## src/rtl/audio_pkg.sv

```systemverilog
// Shared audio-path types and constants for the PCM output stage.
package audio_pkg;

    localparam int SAMPLE_BITS_DEF = 24;
    localparam int MCLK_PER_FS     = 256;

    typedef logic signed [SAMPLE_BITS_DEF-1:0] sample_t;

    typedef struct packed {
        sample_t l;
        sample_t r;
    } stereo_t;

endpackage

```

## src/rtl/i2s_clkgen.sv

```systemverilog
// I2S bit/frame timing: divides mclk into BCLK and counts bits within a frame.
module i2s_clkgen
    import audio_pkg::*;
#(
    parameter int SLOT_BITS = 32,
    parameter int MCLK_DIV  = 4,
    parameter int DIV_W     = $clog2(MCLK_DIV),
    parameter int BIT_W     = $clog2(2*SLOT_BITS)
) (
    input  logic             mclk,
    input  logic             rst,
    output logic             bclk,
    output logic             lrclk,
    output logic [BIT_W-1:0] bit_cnt,
    output logic             fall_tick,
    output logic             frame_last
);

    logic [DIV_W-1:0] div_cnt;

    // BCLK falls (and the next bit starts) on the edge where div_cnt wraps
    assign fall_tick  = (div_cnt == DIV_W'(MCLK_DIV-1));
    assign frame_last = fall_tick && (bit_cnt == BIT_W'(2*SLOT_BITS-1));
    assign bclk       = div_cnt[DIV_W-1];
    assign lrclk      = bit_cnt[BIT_W-1];

    // mclk divider, wraps once per BCLK period
    always_ff @(posedge mclk or negedge rst) begin
        if (!rst) begin
            div_cnt <= '0;
        end else if (fall_tick) begin
            div_cnt <= '0;
        end else begin
            div_cnt <= div_cnt + 1'b1;
        end
    end

    // bit position within the stereo frame, advances on each BCLK falling edge
    always_ff @(posedge mclk or negedge rst) begin
        if (!rst) begin
            bit_cnt <= '0;
        end else if (frame_last) begin
            bit_cnt <= '0;
        end else if (fall_tick) begin
            bit_cnt <= bit_cnt + 1'b1;
        end
    end

endmodule

```

## src/rtl/i2s_tx_module.sv

```systemverilog
// Philips I2S transmitter: latches one stereo frame per sample period and
// shifts it out MSB first, one BCLK after each LRCLK edge, zero-padded.
module i2s_tx_module
    import audio_pkg::*;
#(
    parameter int SAMPLE_BITS = SAMPLE_BITS_DEF,
    parameter int SLOT_BITS   = 32,
    parameter int MCLK_DIV    = 4
) (
    input  logic                          mclk,
    input  logic                          rst,
    input  logic signed [SAMPLE_BITS-1:0] s_left,
    input  logic signed [SAMPLE_BITS-1:0] s_right,
    input  logic                          s_valid,
    output logic                          s_ready,
    output logic                          bclk,
    output logic                          lrclk,
    output logic                          sdata,
    output logic                          underrun
);

    localparam int BIT_W = $clog2(2*SLOT_BITS);
    localparam int K_W   = BIT_W - 1;

    // Frame must exactly fill one sample period, and the word must leave
    // room for the leading I2S delay bit.
    if (MCLK_DIV*2*SLOT_BITS != MCLK_PER_FS) begin : g_bad_ratio
        $error("i2s_tx_module: MCLK_DIV*2*SLOT_BITS must equal %0d", MCLK_PER_FS);
    end
    if (SAMPLE_BITS < 1 || SAMPLE_BITS > SLOT_BITS-1) begin : g_bad_width
        $error("i2s_tx_module: SAMPLE_BITS must be in 1..SLOT_BITS-1");
    end
    if (MCLK_DIV < 2 || (MCLK_DIV & (MCLK_DIV-1)) != 0) begin : g_bad_div
        $error("i2s_tx_module: MCLK_DIV must be a power of two >= 2");
    end

    logic [BIT_W-1:0]              bit_cnt;
    logic [BIT_W-1:0]              bit_nxt;
    logic [K_W-1:0]                k_nxt;
    logic                          lr_nxt;
    logic                          fall_tick;
    logic                          frame_last;
    logic signed [SAMPLE_BITS-1:0] shadow_l;
    logic signed [SAMPLE_BITS-1:0] shadow_r;

    // Bit k of a slot: k=0 is the I2S delay bit, 1..SAMPLE_BITS carry the
    // word MSB first, anything beyond is padding.
    function automatic logic slot_bit(input logic [SAMPLE_BITS-1:0] word,
                                      input logic [K_W-1:0]         k);
        logic b;
        b = 1'b0;
        for (int i = 0; i < SAMPLE_BITS; i++) begin
            if (int'(k) == SAMPLE_BITS - i) begin
                b = word[i];
            end
        end
        return b;
    endfunction

    i2s_clkgen #(
        .SLOT_BITS (SLOT_BITS),
        .MCLK_DIV  (MCLK_DIV)
    ) u_clkgen (
        .mclk       (mclk),
        .rst        (rst),
        .bclk       (bclk),
        .lrclk      (lrclk),
        .bit_cnt    (bit_cnt),
        .fall_tick  (fall_tick),
        .frame_last (frame_last)
    );

    // The frame length is a power of two, so the increment wraps naturally
    assign bit_nxt = bit_cnt + 1'b1;
    assign k_nxt   = bit_nxt[K_W-1:0];
    assign lr_nxt  = bit_nxt[BIT_W-1];
    assign s_ready = frame_last;

    // Capture a whole frame at the boundary; a missing frame becomes silence
    always_ff @(posedge mclk or negedge rst) begin
        if (!rst) begin
            shadow_l <= '0;
            shadow_r <= '0;
        end else if (frame_last) begin
            shadow_l <= s_valid ? s_left  : '0;
            shadow_r <= s_valid ? s_right : '0;
        end
    end

    // Serial data changes only on the BCLK falling edge, for the bit now starting
    always_ff @(posedge mclk or negedge rst) begin
        if (!rst) begin
            sdata <= 1'b0;
        end else if (fall_tick) begin
            sdata <= slot_bit(lr_nxt ? shadow_r : shadow_l, k_nxt);
        end
    end

    // Flag a frame boundary that found no data waiting
    always_ff @(posedge mclk or negedge rst) begin
        if (!rst) begin
            underrun <= 1'b0;
        end else begin
            underrun <= frame_last && !s_valid;
        end
    end

endmodule
```

## config.mk

```make
export PLATFORM = sky130hd
export DESIGN_NAME = i2s_tx_module
export DESIGN_NICKNAME = d
export VERILOG_FILES = /design/src/rtl/audio_pkg.sv /design/src/rtl/i2s_clkgen.sv /design/src/rtl/i2s_tx_module.sv
export SDC_FILE = /design/constraint.sdc
export NUM_CORES = 1
export LEC_CHECK = 0
export ABC_AREA = 1
export CORE_ASPECT_RATIO = 2
export CORE_MARGIN = 4
export CORE_UTILIZATION = 45
export CTS_CLUSTER_SIZE = 10
export DETAILED_ROUTE_END_ITERATION = 8
export GPL_ROUTABILITY_DRIVEN = 0
export PLACE_DENSITY_LB_ADDON = 0.2
export SETUP_SLACK_MARGIN = 0.05
export SYNTH_ARGS = -nofsm -noshare
export SYNTH_HDL_FRONTEND = slang
export SYNTH_SLANG_ARGS = --single-unit
```

## constraint.sdc

```tcl
create_clock -name mclk -period 3.4 [get_ports mclk]
set_clock_uncertainty 0.1 [all_clocks]
set_input_delay 0.68 -clock mclk [delete_from_list [all_inputs] [get_ports mclk]]
set_output_delay 0.68 -clock mclk [all_outputs]
set_load 0.03 [all_outputs]
```

==> metrics.md <==
| Metric | Value |
|---|---|
| Status | finished clean |
| Setup TNS Final | 0 ps |
| NetSw | 0.316 mW |
| Seq pwr share | 41.6% |
| Max VDD drop | 0.252 mV |
| Final setup viols | 0 |
| Unrepaired setup endpoints after global routing | no |
| RR Startpoint | u_clkgen.bit_cnt[1]$_DFFE_PN0P_ |
| Largest net degree at the start of global routing | 50 |
| Die extent in x | 67.6 um |
| Vias in the first global route | 2,891 |
| Postcts setup bufs | 0 |
| Core area | 6940 sq um |
| Tmin final | 2950 ps |
| Max Cap Violations | 0 |
| Final WS setup | 452 ps |
| FF-to-FF setup slack | 450 ps |
| Top cells by count, synth | nand2_1 (105), dfrtp_1 (58), nand3_1 (57) |
| Most common cell in the synthesized netlist | nand2_1 |
| Yosys top cell area share | 45.4% |
| # DRC | 0 |
| Post-synthesis register bit count | 58 |
| Port buffer count | 55 |
| CTS Buffer Depth | 2 |
| Pint | 1.35 mW |
| Met3 usage in global routing | 4.31% |
| Post-Route WL | 8030 um |
| CP Launch Type | register |
| Leak | 1.89 nW |
| Number of CTS-inserted buffers | 9 |
| Ys async rst share | 100% |
| Crit Reg-Reg Endpoint | sdata$_DFFE_PN0P_ |
| Post-synth top area cell | dfrtp_1 |
| Combinational share of power | 4.8% |
| WP data arrival | 3100 ps |
| Layer with the highest usage | met2 |
| Synthesis Warnings | 0 |
| Leading register cell type out of synthesis | dfrtp_1 |
| Sw Share | 19.0% |
| Syn_nets | 482 |
| Top cells by area, synth | dfrtp_1 (45%), nand2_1 (12%), nand3_1 (8.9%) |
| Cell area power density | 405 nW/um^2 |
| Worst slew pin tran | 693 ps |
| Die H | 127 um |
| DRT antenna net count | 0 |
| Max Fanout on Critical Path | 11 |
| Placed insts | 553 |
| First-pass GRT wire length | 13,300 um |
| Cell Rows | 43 |
| Global Route met2 Usage | 36.0% |
| Pre-antenna DRT Iters | 4 |
| Reg2Reg Depth | 27 |
| Post-Syn Instances | 425 |
| Fmax | 0.339 GHz |
| P&R area growth vs syn | 28.5% |
| Util after Layout | 59.2% |
| Area of the die | 8600 sq um |
| Root buffer cell | clkbuf_16 |
| Post-synthesis sequential area ratio | 45.4% |
| Part of the cycle the worst path needs | 86.7% |
| Hold crit path type | in -> async |
| CTS tree | done |
| Synthesized area | 3200 sq um |
| Worst setup EP type | register |
| Pre-CTS setup slack | 342 ps |
| Num Clock Sinks | 58 |
| Htree depth | 3 |
| Distinct cells, synth | 30 |
| Slew margin rel. | 53.8% |
| DR WL/cell | 14.1 um |
| Layout cells sized above 1 | 9.39% |
| Final HPWL DP | 5950 um |
| Max-slew violations | 0 |
| Critical path type | reg -> reg |
| Met1 GRT Util | 22.9% |
| N_diodes | 0 |
| Final Hold Viols | 0 |
| Clk slew on worst S/H paths | 50 ps |
| Vias per inst | 5.19 |
| Iteration-0 DRC Markers | 166 |
| Nets@finish | 531 |
| DR vias | 2,953 |
| Worst Path Required | 3560 ps |
| Gr usage total | 20.9% |
| Filler Cell Count | 638 |
| Syn Area/Cell | 7.52 sq um |
| Initial Util | 46.1% |
| Ports | 56 |
| Post-synth EDFFs | 0 |
| Final cell count without fillers | 569 |
| Initial antenna violation count | 0 |
| Clk pwr share | 53.6% |
| Grt ovf | 0 |
| Clk_lat worst skew | 330 ps |
[area by class of cell]
type	instances	area, sq um	share of cell area (%)
clock buffer	14	264	6.43
timing repair buffer	60	581	14.1
tap	90	113	2.74
inverter	58	218	5.30
sequential	58	1450	35.4
multi-input combinational	287	1450	35.2
clock inverter	2	35.0	0.853
[flip-flops by register name, indices dropped and copies added, names as in the netlist]
name / count
shadow_r: 24
sdata: 1
underrun: 1
u_clkgen.bit_cnt: 6
shadow_l: 24
u_clkgen.div_cnt: 2
[worst max-delay path: stages, from the launching register on]
cell       delay [ps]
dfrtp_1           460
ha_2              320
nand2_1            90
nor2_2            130
nand2_2           100
nand2_4           110
inv_2             100
nor2_1            270
o2111ai_1         160
nand3_1           110
nand2_1            50
nand2_1            50
nand2_1            40
nand2_1            50
nand2_1            50
nand2_1            50
nand2_1            50
nand2_1            50
nand2_1            50
nand2_1            50
nand2_1            50
nand2_1            50
nand2_1            50
nand2_1            50
nand2_1            40
nand2_1            50
nand2_1            60
a21oi_2           100
[worst max path at each step]
| stage | from | to | slack (ps) | cells after the start |
|---|---|---|---|---|
| finish | u_clkgen.bit_cnt[1]$_DFFE_PN0P_ | sdata$_DFFE_PN0P_ | 450 | 27 |
| global route | u_clkgen.bit_cnt[1]$_DFFE_PN0P_ | sdata$_DFFE_PN0P_ | 70 | 32 |
| CTS | u_clkgen.bit_cnt[2]$_DFFE_PN0P_ | sdata$_DFFE_PN0P_ | 310 | 33 |
| detailed placement | u_clkgen.bit_cnt[2]$_DFFE_PN0P_ | sdata$_DFFE_PN0P_ | 340 | 33 |
| global placement | u_clkgen.bit_cnt[2]$_DFFE_PN0P_ | sdata$_DFFE_PN0P_ | 380 | 33 |
| floorplan | u_clkgen.div_cnt[1]$_DFF_PN0_ | s_ready | 410 | 6 |
[power groups by stage]
stage / clock (mW) / combinational [mW] / sequential [mW]
after floorplan: 0 / 0.00743 / 0.703
after global placement: 0 / 0.0804 / 0.703
after detailed placement: 0 / 0.0808 / 0.703
after CTS: 0.914 / 0.0810 / 0.692
after global routing: 0.943 / 0.0873 / 0.691
final: 0.892 / 0.0795 / 0.692
[layout by cell type (no fill, tap or decap), types with 8 or more instances in the layout]
cell / instances
clkdlybuf4s50_1: 53
o21ai_0: 48
nand2_1: 105
dfrtp_1: 57
inv_1: 53
nand3_1: 57
nor2_1: 21
clkbuf_16: 9
a21oi_1: 8
[per-stage QoR]
| stage | total power [mW] | area [sq um] | hold WS, ps |
|---|---|---|---|
| after CTS | 1.69 | 4090 | 312 |
| after floorplan | 0.711 | 3200 | 284 |
| after global routing | 1.72 | 4110 | 351 |
| after detailed placement | 0.784 | 3790 | 323 |
| final | 1.66 | 4110 | 302 |
| after global placement | 0.783 | 3790 | 313 |
[per-layer routing]
layer / wire, um / share of wire, %
met5: 0 / 0
met4: 290 / 3.6
met3: 260 / 3.2
met2: 4430 / 55
met1: 3050 / 38
[cells by family (layout without fill, tap and decap cells)]
kind of cell,Yosys count,after routing,synth area share [%]
buffers and inverters,80,134,10.0
AO/OA/AOI/OAI,71,71,11.8
adder cells (fa/ha/maj),6,6,2.35
XOR/XNOR,2,2,1.14
flip-flops,58,58,45.4
AND/OR/NAND/NOR,208,208,29.3
[timing repair]
action,CTS,global route
hold buffers,0,0
setup endpoints to repair,0,1
endpoints found under the hold margin,0,0
resized for setup,0,4
Note: power is estimated with default switching activity, not from simulation.
